===== config.mk =====
export PLATFORM = sky130hd
export DESIGN_NAME = shift_seq_unit
export DESIGN_NICKNAME = d
export VERILOG_FILES = /design/src/rtl/shift_seq_unit_pkg.sv /design/src/rtl/shift_seq_unit_step.sv /design/src/rtl/shift_seq_unit.sv
export SDC_FILE = /design/constraint.sdc
export NUM_CORES = 1
export LEC_CHECK = 0
export CAP_MARGIN = 25
export CORE_MARGIN = 8
export CORE_UTILIZATION = 44
export CTS_CLUSTER_SIZE = 40
export DETAILED_ROUTE_END_ITERATION = 16
export PLACE_DENSITY_LB_ADDON = 0.3
export SLEW_MARGIN = 15
export SYNTH_ARGS = -nofsm -noshare
export SYNTH_HDL_FRONTEND = slang
export SYNTH_SLANG_ARGS = --single-unit

===== constraint.sdc =====
create_clock -name CLK -period 1.9 [get_ports CLK]
set_clock_uncertainty 0.15 [all_clocks]
set_input_delay 0.57 -clock CLK [delete_from_list [all_inputs] [get_ports CLK]]
set_output_delay 0.57 -clock CLK [all_outputs]
set_load 0.05 [all_outputs]

===== src/rtl/shift_seq_unit_pkg.sv =====
`default_nettype none
// ============================================================================
// Module   : shift_seq_unit_pkg
// Purpose  : Shared opcodes, FSM states and effective-count helper for the
//            sequential shift/rotate unit.
// Revision : 1.0 - initial release
// ============================================================================
package shift_seq_unit_pkg;

  localparam int DATA_W_DEF = 8;

  localparam logic [1:0] OP_SLL = 2'b00;
  localparam logic [1:0] OP_SRL = 2'b01;
  localparam logic [1:0] OP_SRA = 2'b10;
  localparam logic [1:0] OP_ROR = 2'b11;

  typedef enum logic [1:0] {
    ST_IDLE  = 2'd0,
    ST_SHIFT = 2'd1,
    ST_DONE  = 2'd2
  } state_e;

  // Shifts saturate at a full register width; rotates wrap modulo 8.
  function automatic logic [3:0] eff_count(input logic [1:0] op, input logic [3:0] amt);
    if (op == OP_ROR) begin
      return {1'b0, amt[2:0]};
    end else if (amt > 4'd8) begin
      return 4'd8;
    end else begin
      return amt;
    end
  endfunction

endpackage
`default_nettype wire


===== src/rtl/shift_seq_unit_step.sv =====
`default_nettype none
// ============================================================================
// Module   : shift_step
// Purpose  : Combinational one-position shift/rotate of a DATA_W-bit value.
// Revision : 1.0 - initial release
// ============================================================================
module shift_step
  import shift_seq_unit_pkg::*;
#(
  parameter int DATA_W = DATA_W_DEF
) (
  input  logic [1:0]        i_op,
  input  logic [DATA_W-1:0] i_din,
  output logic [DATA_W-1:0] o_dout
);

  // Single-bit move in the direction selected by the opcode.
  always_comb begin
    o_dout = i_din;
    case (i_op)
      OP_SLL:  o_dout = {i_din[DATA_W-2:0], 1'b0};
      OP_SRL:  o_dout = {1'b0, i_din[DATA_W-1:1]};
      OP_SRA:  o_dout = {i_din[DATA_W-1], i_din[DATA_W-1:1]};
      default: o_dout = {i_din[0], i_din[DATA_W-1:1]};
    endcase
  end

endmodule
`default_nettype wire


===== src/rtl/shift_seq_unit.sv =====
`default_nettype none
// ============================================================================
// Module   : shift_seq_unit
// Purpose  : Sequential shift/rotate unit, one bit position per clock, with a
//            START/BUSY/DONE handshake and a registered RESULT.
// Options  : SHIFT_SEQ_EARLY_EXIT_EN - finish early once further shifting
//            cannot change the value (sll/srl at 0x00, sra at 0x00/0xFF).
// Revision : 1.0 - initial release
// ============================================================================
module shift_seq_unit
  import shift_seq_unit_pkg::*;
#(
  parameter int DATA_W = DATA_W_DEF,
  parameter int CNT_W  = 4
) (
  input  logic              CLK,
  input  logic              RESET_N,
  input  logic              START,
  input  logic [DATA_W-1:0] DATA1,
  input  logic [DATA_W-1:0] DATA2,
  output logic              BUSY,
  output logic              DONE,
  output logic [DATA_W-1:0] RESULT
);

  state_e            state_q, state_d;
  logic [1:0]        op_q, op_d;
  logic [CNT_W-1:0]  cnt_q, cnt_d;
  logic [DATA_W-1:0] sr_q, sr_d;
  logic [DATA_W-1:0] result_q, result_d;
  logic              busy_q, busy_d;
  logic              done_q, done_d;
  logic [DATA_W-1:0] step_w;
  logic [3:0]        eff_w;
  logic              early_w;
  logic              unused_data2_w;

  // DATA2[5:4] carries no meaning for this unit.
  assign unused_data2_w = ^DATA2[5:4];

  assign eff_w = eff_count(DATA2[7:6], DATA2[3:0]);

  shift_step #(
    .DATA_W (DATA_W)
  ) u_step (
    .i_op   (op_q),
    .i_din  (sr_q),
    .o_dout (step_w)
  );

`ifdef SHIFT_SEQ_EARLY_EXIT_EN
  // Value is a fixed point of the shift, so the remaining steps are no-ops.
  always_comb begin
    early_w = 1'b0;
    if ((op_q == OP_SLL) || (op_q == OP_SRL)) begin
      early_w = (sr_q == '0);
    end else if (op_q == OP_SRA) begin
      early_w = (sr_q == '0) || (sr_q == '1);
    end
  end
`else
  assign early_w = 1'b0;
`endif

  // Next-state, datapath and result selection.
  always_comb begin
    state_d  = state_q;
    op_d     = op_q;
    cnt_d    = cnt_q;
    sr_d     = sr_q;
    result_d = result_q;
    case (state_q)
      ST_IDLE: begin
        if (START) begin
          sr_d  = DATA1;
          op_d  = DATA2[7:6];
          cnt_d = CNT_W'(eff_w);
          if (eff_w == 4'd0) begin
            state_d  = ST_DONE;
            result_d = DATA1;
          end else begin
            state_d = ST_SHIFT;
          end
        end
      end
      ST_SHIFT: begin
        sr_d  = step_w;
        cnt_d = cnt_q - 1'b1;
        // step_w equals sr_q on an early exit, so the result is unchanged.
        if ((cnt_q == CNT_W'(1)) || early_w) begin
          state_d  = ST_DONE;
          cnt_d    = '0;
          result_d = step_w;
        end
      end
      ST_DONE: begin
        state_d = ST_IDLE;
      end
      default: begin
        state_d = ST_IDLE;
      end
    endcase
  end

  assign busy_d = (state_d != ST_IDLE);
  assign done_d = (state_d == ST_DONE);

  // State, datapath and registered outputs.
  always_ff @(posedge CLK or negedge RESET_N) begin
    if (!RESET_N) begin
      state_q  <= ST_IDLE;
      op_q     <= OP_SLL;
      cnt_q    <= '0;
      sr_q     <= '0;
      result_q <= '0;
      busy_q   <= 1'b0;
      done_q   <= 1'b0;
    end else begin
      state_q  <= state_d;
      op_q     <= op_d;
      cnt_q    <= cnt_d;
      sr_q     <= sr_d;
      result_q <= result_d;
      busy_q   <= busy_d;
      done_q   <= done_d;
    end
  end

  assign BUSY   = busy_q;
  assign DONE   = done_q;
  assign RESULT = result_q;

endmodule
`default_nettype wire


; Word level (Yosys, flattened, before mapping)
; Index checks and enable logic that the tools add are counted.
[word_totals]
register_bits = 26
out_inout_bits = 10
word_cells = 42
[classes]
add_sub_neg = 1
order_cmp = 1
n_eq_ne = 9
n_mux = 16
reduce_logical = 8
[ops]
columns = cell, count
row1 = $mux W8, 4
row2 = $pmux W8 S2, 2
row3 = $pmux W8 S3, 1
row4 = $mux W4, 4
row5 = $pmux W4 S2, 1
row6 = $eq A2 B2 Y1 const B, 3
row7 = $mux W2, 3
row8 = $ne A2 B2 Y1 const B, 3
row9 = $eq A2 B1 Y1 const B, 2
row10 = $eq A4 B1 Y1 const B, 1
row11 = $gt A4 B4 Y1 const B, 1
row12 = $logic_not A2 Y1, 2
row13 = $logic_not A4 Y1, 1
row14 = $pmux W2 S2, 1
row15 = $reduce_and A2 Y1, 2
row16 = $reduce_and A4 Y1, 1
row17 = $reduce_bool A2 Y1, 2
row18 = $sub A4 B1 Y4 const B, 1

; Depth between registers and ports, before layout
[logic_depth]
depth_word = 8
ltp_mapped = 7

; Hierarchy
; Synthesis repeated with hierarchy kept, for this count alone.
[hier_totals]
cells_unflattened = 118
area_unflattened_um2 = 1331.3
[by_module_without_submodules]
columns = module, n_inst, cells_each, area_each_um2
row1 = shift_seq_unit, 1, 108, 1226.2
row2 = shift_step, 1, 10, 105.1

; Worst setup path before layout
; OpenSTA, ideal clock, no wires.
[synth_timing]
path_type = flip-flop to flip-flop
startpoint = reg cnt_q[1]
endpoint = reg result_q[0] (netlist: RESULT[0])
arrival_time_ns = 1.593
required_time_ns = 1.625
path_slack_ns = 0.032
stages_incl_launch_ff = 8
path_buffers = 1
synth_period_minus_slack_ns = 1.868
path_cell_list = dfrtp_1 > inv_1 > ha_1 > or3b_4 > nor2_4 > a31o_1 > buf_6 > mux2_4
[synth_via]
elab_chain_cells = 3
[synth_rtl]
columns = element, line_no
row1 = start: declaration, shift_seq_unit.sv:28  ; logic [CNT_W-1:0] cnt_q, cnt_d;
row2 = start signal: assignment, shift_seq_unit.sv:121  ; cnt_q <= cnt_d;
row3 = $eq A4 B1 Y1, shift_seq_unit.sv:90  ; if ((cnt_q == CNT_W'(1)) || early_w) begin
row4 = $ne A2 B2 Y1 (no source line), --
row5 = $reduce_and A4 Y1 (no source line), --
row6 = end signal: assignment, shift_seq_unit.sv:123  ; result_q <= result_d;
row7 = end: declaration, shift_seq_unit.sv:30  ; logic [DATA_W-1:0] result_q, result_d;
; Every way passes these cells.
; A chain may end at the register's enable or synchronous reset.

; Worst setup path after layout
[layout_timing]
startpoint = in DATA2[0]
endpoint = reg result_q[3] (netlist: RESULT[3])
[layout_via]
elab_chain_cells = 6
[layout_rtl]
columns = element, line_no
row1 = start: declaration, shift_seq_unit.sv:20  ; input logic [DATA_W-1:0] DATA2,
row2 = $gt A4 B4 Y1, shift_seq_unit_pkg.sv:27  ; end else if (amt > 4'd8) begin
row3 = $mux W4, shift_seq_unit_pkg.sv:27
row4 = $mux W4 (*), shift_seq_unit_pkg.sv:25  ; if (op == OP_ROR) begin
row5 = $logic_not A4 Y1 (*), shift_seq_unit.sv:78  ; if (eff_w == 4'd0) begin
row6 = $ne A2 B2 Y1 (no source line) (*), --
row7 = $reduce_and A4 Y1 (no source line) (*), --
; Mark *: on every way between the ends. The rest lies on a longest branch, timed or not.

==> flow_summary_export.csv <==
group,metric,value,unit
logic_synthesis,synth_fp_nets,131,
timing,min_period_over_period,105,%
die,initial_core_util,44.4,%
timing,fmax,502,MHz
power,p_per_area,1790,mW/mm^2
clock_network,cts_hold_buffers,0,
logic_synthesis,synth_edf_count,0,
logic_synthesis,syn_area,0.00131,sq mm
logic_synthesis,synthArstFlopShare,100,%
power,ir_worst_vdd,0.855,mV
status,violations,"negative setup slack",
logic_synthesis,synthFlopType,"dfrtp_1",
die,die_x,70.6,um
logic_synthesis,synth_cells,110,
layout,seqCellArea,651,sq um
layout,area.growth.synth_to_final,48.8,%
min_path,hold_path_class,"reg -> reg",
routing,route.detailed.drc,0,
setup_path,path_max_fanout,8,
logic_synthesis,synth_top_family_by_area,"multiplexers",
logic_synthesis,syn_avg_cell_area,11.9,sq um
setup_path,crit_type,"in -> reg",
logic_synthesis,synth-compound-area-share,12.1,%
layout,fill_cells,225,
timing,hold_viol_final,0,
power,power.leakage,0.889,nW
timing,final_max_slew_viol_count,0,
timing,period_minus_slack,1.99,ns
timing,fin_ws,-0.0931,ns
die,die_y,70.6,um
setup_path,cp-end-kind,"flop",
run,maxCapViolCount,0,
logic_synthesis,ys_warn_count,0,
grt,grt_pass1_wl,5190,um
logic_synthesis,yosys.area_share.simple,11.1,%
routing,via_per_inst,5.30,
layout,nets,183,
clock_network,cts_sinks,26,
placement,pre_cts_ws,-0.508,ns
power,combPwrFrac,61.3,%
power,clkPwrFrac,8.1,%
grt,antenna_found_initial,0,
logic_synthesis,synth_mux_area_share,21.8,%
logic_synthesis,synth_xor_area_share,0,%
logic_synthesis,synthAdderAreaFrac,1.91,%
placement,dp_hpwl,2170,um
timing,rsz0062_at_grt,"yes",
timing,tns,-0.607,ns
power,seqPwrFrac,30.6,%
layout,drive_above_1_share,40.4,%
routing,ant_nets,0,
status,status,"complete, but fails checks",
placement,place.gp.congestion,0.802,
logic_synthesis,synth-seq-cells,26,
setup_path,timing.rr.start,"cnt_q[1]",
layout,diodes,0,
routing,wire_per_inst,15.6,um
layout,finalCoreUtilization,66.0,%
setup_path,crit_path_start_kind,"input pin",
grt,grt_overflow,0,
routing,detail_route.iter0.violations,69,
clock_network,cts.path.max_buffers,2,
clock_network,clock_latency,0.32,ns
clock_network,root_buffer,"clkbuf_4",
clock_network,h-tree-depth,1,
power,switchingPower,1.41,mW
die,core_area,0.00295,sq mm
die,rows,20,
grt,grt_usage,12.5,%
power,swShare,40.4,%
clock_network,cts_made_buffers,3,
logic_synthesis,ys_types,35,
power,total_power,3.50,mW
timing,tightestPinTransition,0.397,ns
min_path,min_from,"sr_q[7]",
routing,wirelength,3020,um
clock_network,clk_pin_slew,0.15,ns
setup_path,startpoint,"DATA2[0]",
setup_path,crit_required,1.96,ns
setup_path,worstPathArrival,2.06,ns
timing,setup_viol,8,
routing,vias,1028,
placement,placement.io_buffers,26,
grt,grt_pass1_vias,1156,
power,p_int,2.09,mW
die,pin_count,29,
logic_synthesis,ys_seq_area_share,49.7,%
clock_network,cts_tree,"done",
die,dieArea,0.00498,sq mm
layout,multi_input_area,646,sq um
timing,relSlewSlack,73.5,%
grt,grt_max_degree,27,
routing,first_pass_iters,4,
[registers in the layout (all words and copies together) (netlist names)]
| signal | cells |
|---|---|
| cnt_q | 4 |
| sr_q | 8 |
| RESULT | 8 |
| op_q | 2 |
| BUSY | 1 |
| state_q | 2 |
| DONE | 1 |
[path summary, 6_finish.rpt]
kind	endpoint	cells past startpoint	slack (ns)
max	RESULT[3]	5	-0.09
min	sr_q[7]	2	0.39
max reg2reg	RESULT[3]	7	-0.07
min reg2reg	sr_q[7]	2	0.39
max in group asynchronous	cnt_q[1]	2	0.89
min in group asynchronous	DONE	2	0.45
[cells in the mapped netlist, drive strengths merged, types with 2 or more instances]
master	number	area (sq um)
a21oi	2	10.0
a31o	2	17.5
buf	4	26.3
dfrtp	26	651
ha	2	25.0
inv	5	18.8
mux2	15	195
mux2i	9	90.1
nand2	11	41.3
nor2	4	25.0
nor2b	2	12.5
nor4	2	18.8
o21ai	11	55.1
or3b	2	20.0
[per-layer routing]
layer	share of wire, %	GRT usage [%]	vias to the layer above	wire [um]
li1	-	-	494	-
met1	46	15.3	506	1380
met2	47	20.1	24	1410
met3	6.5	3.81	4	195
met4	1.2	4.85	0	36
met5	0	0	-	0
[metrics by stage]
stage               area, sq um  hold slack [ns]  cells
global route               1950            0.430    194
detailed placement         1830            0.360    183
global placement           1830            0.354    183
floorplan                  1310            0.124    110
CTS                        1930            0.391    192
finish                     1950            0.386    194
[critical path: stages]
cell,delay (ns)
clkdlybuf4s50_1,0.47
nor4_4,0.31
a31o_1,0.25
buf_12,0.15
mux2_4,0.30
[placed cells by master (no fill, tap or decap), types with 2 or more instances in the layout]
cell / instances
inv_1: 3
clkbuf_4: 3
buf_4: 24
buf_12: 11
or3b_4: 2
inv_2: 2
dfrtp_1: 26
nor2_1: 2
dlygate4sd2_1: 3
mux2i_1: 9
clkdlybuf4s50_1: 13
mux2_4: 7
nor2b_1: 2
o21ai_0: 11
mux2_2: 8
a21oi_1: 2
nand2_1: 11
[what timing repair did]
action                                  CTS  global route
endpoints found under the setup margin    8            10
gates cloned                              0             0
pin swaps                                 2             2
gates resized for setup                   8             1
buffers inserted                          5             2
[cell type report]
class,count,share of cell area (%)
multi-input combinational,75,33.1
clock buffer,4,1.86
sequential,26,33.4
inverter,5,0.963
timing repair buffer,51,28.6
tap,33,2.12
[power groups by stage]
stage	Combinational [mW]	Clock, mW	Sequential (mW)
floorplan	0.941	0	1.32
global placement	2.02	0	1.06
detailed placement	2.06	0	1.07
CTS	2.13	0.289	1.07
global route	2.30	0.306	1.11
finish	2.14	0.283	1.07
[kinds of logic (layout without fill, tap and decap cells)]
| logic type | after synthesis | count (layout) |
|---|---|---|
| buffers and inverters | 9 | 60 |
| muxes | 24 | 24 |
| AOI/OAI and AO/OA | 24 | 24 |
| DFF | 26 | 26 |
| adders and majority gates | 2 | 2 |
| and+or+nand+nor | 25 | 25 |
No activity file was read; power rests on OpenSTA's default activity.
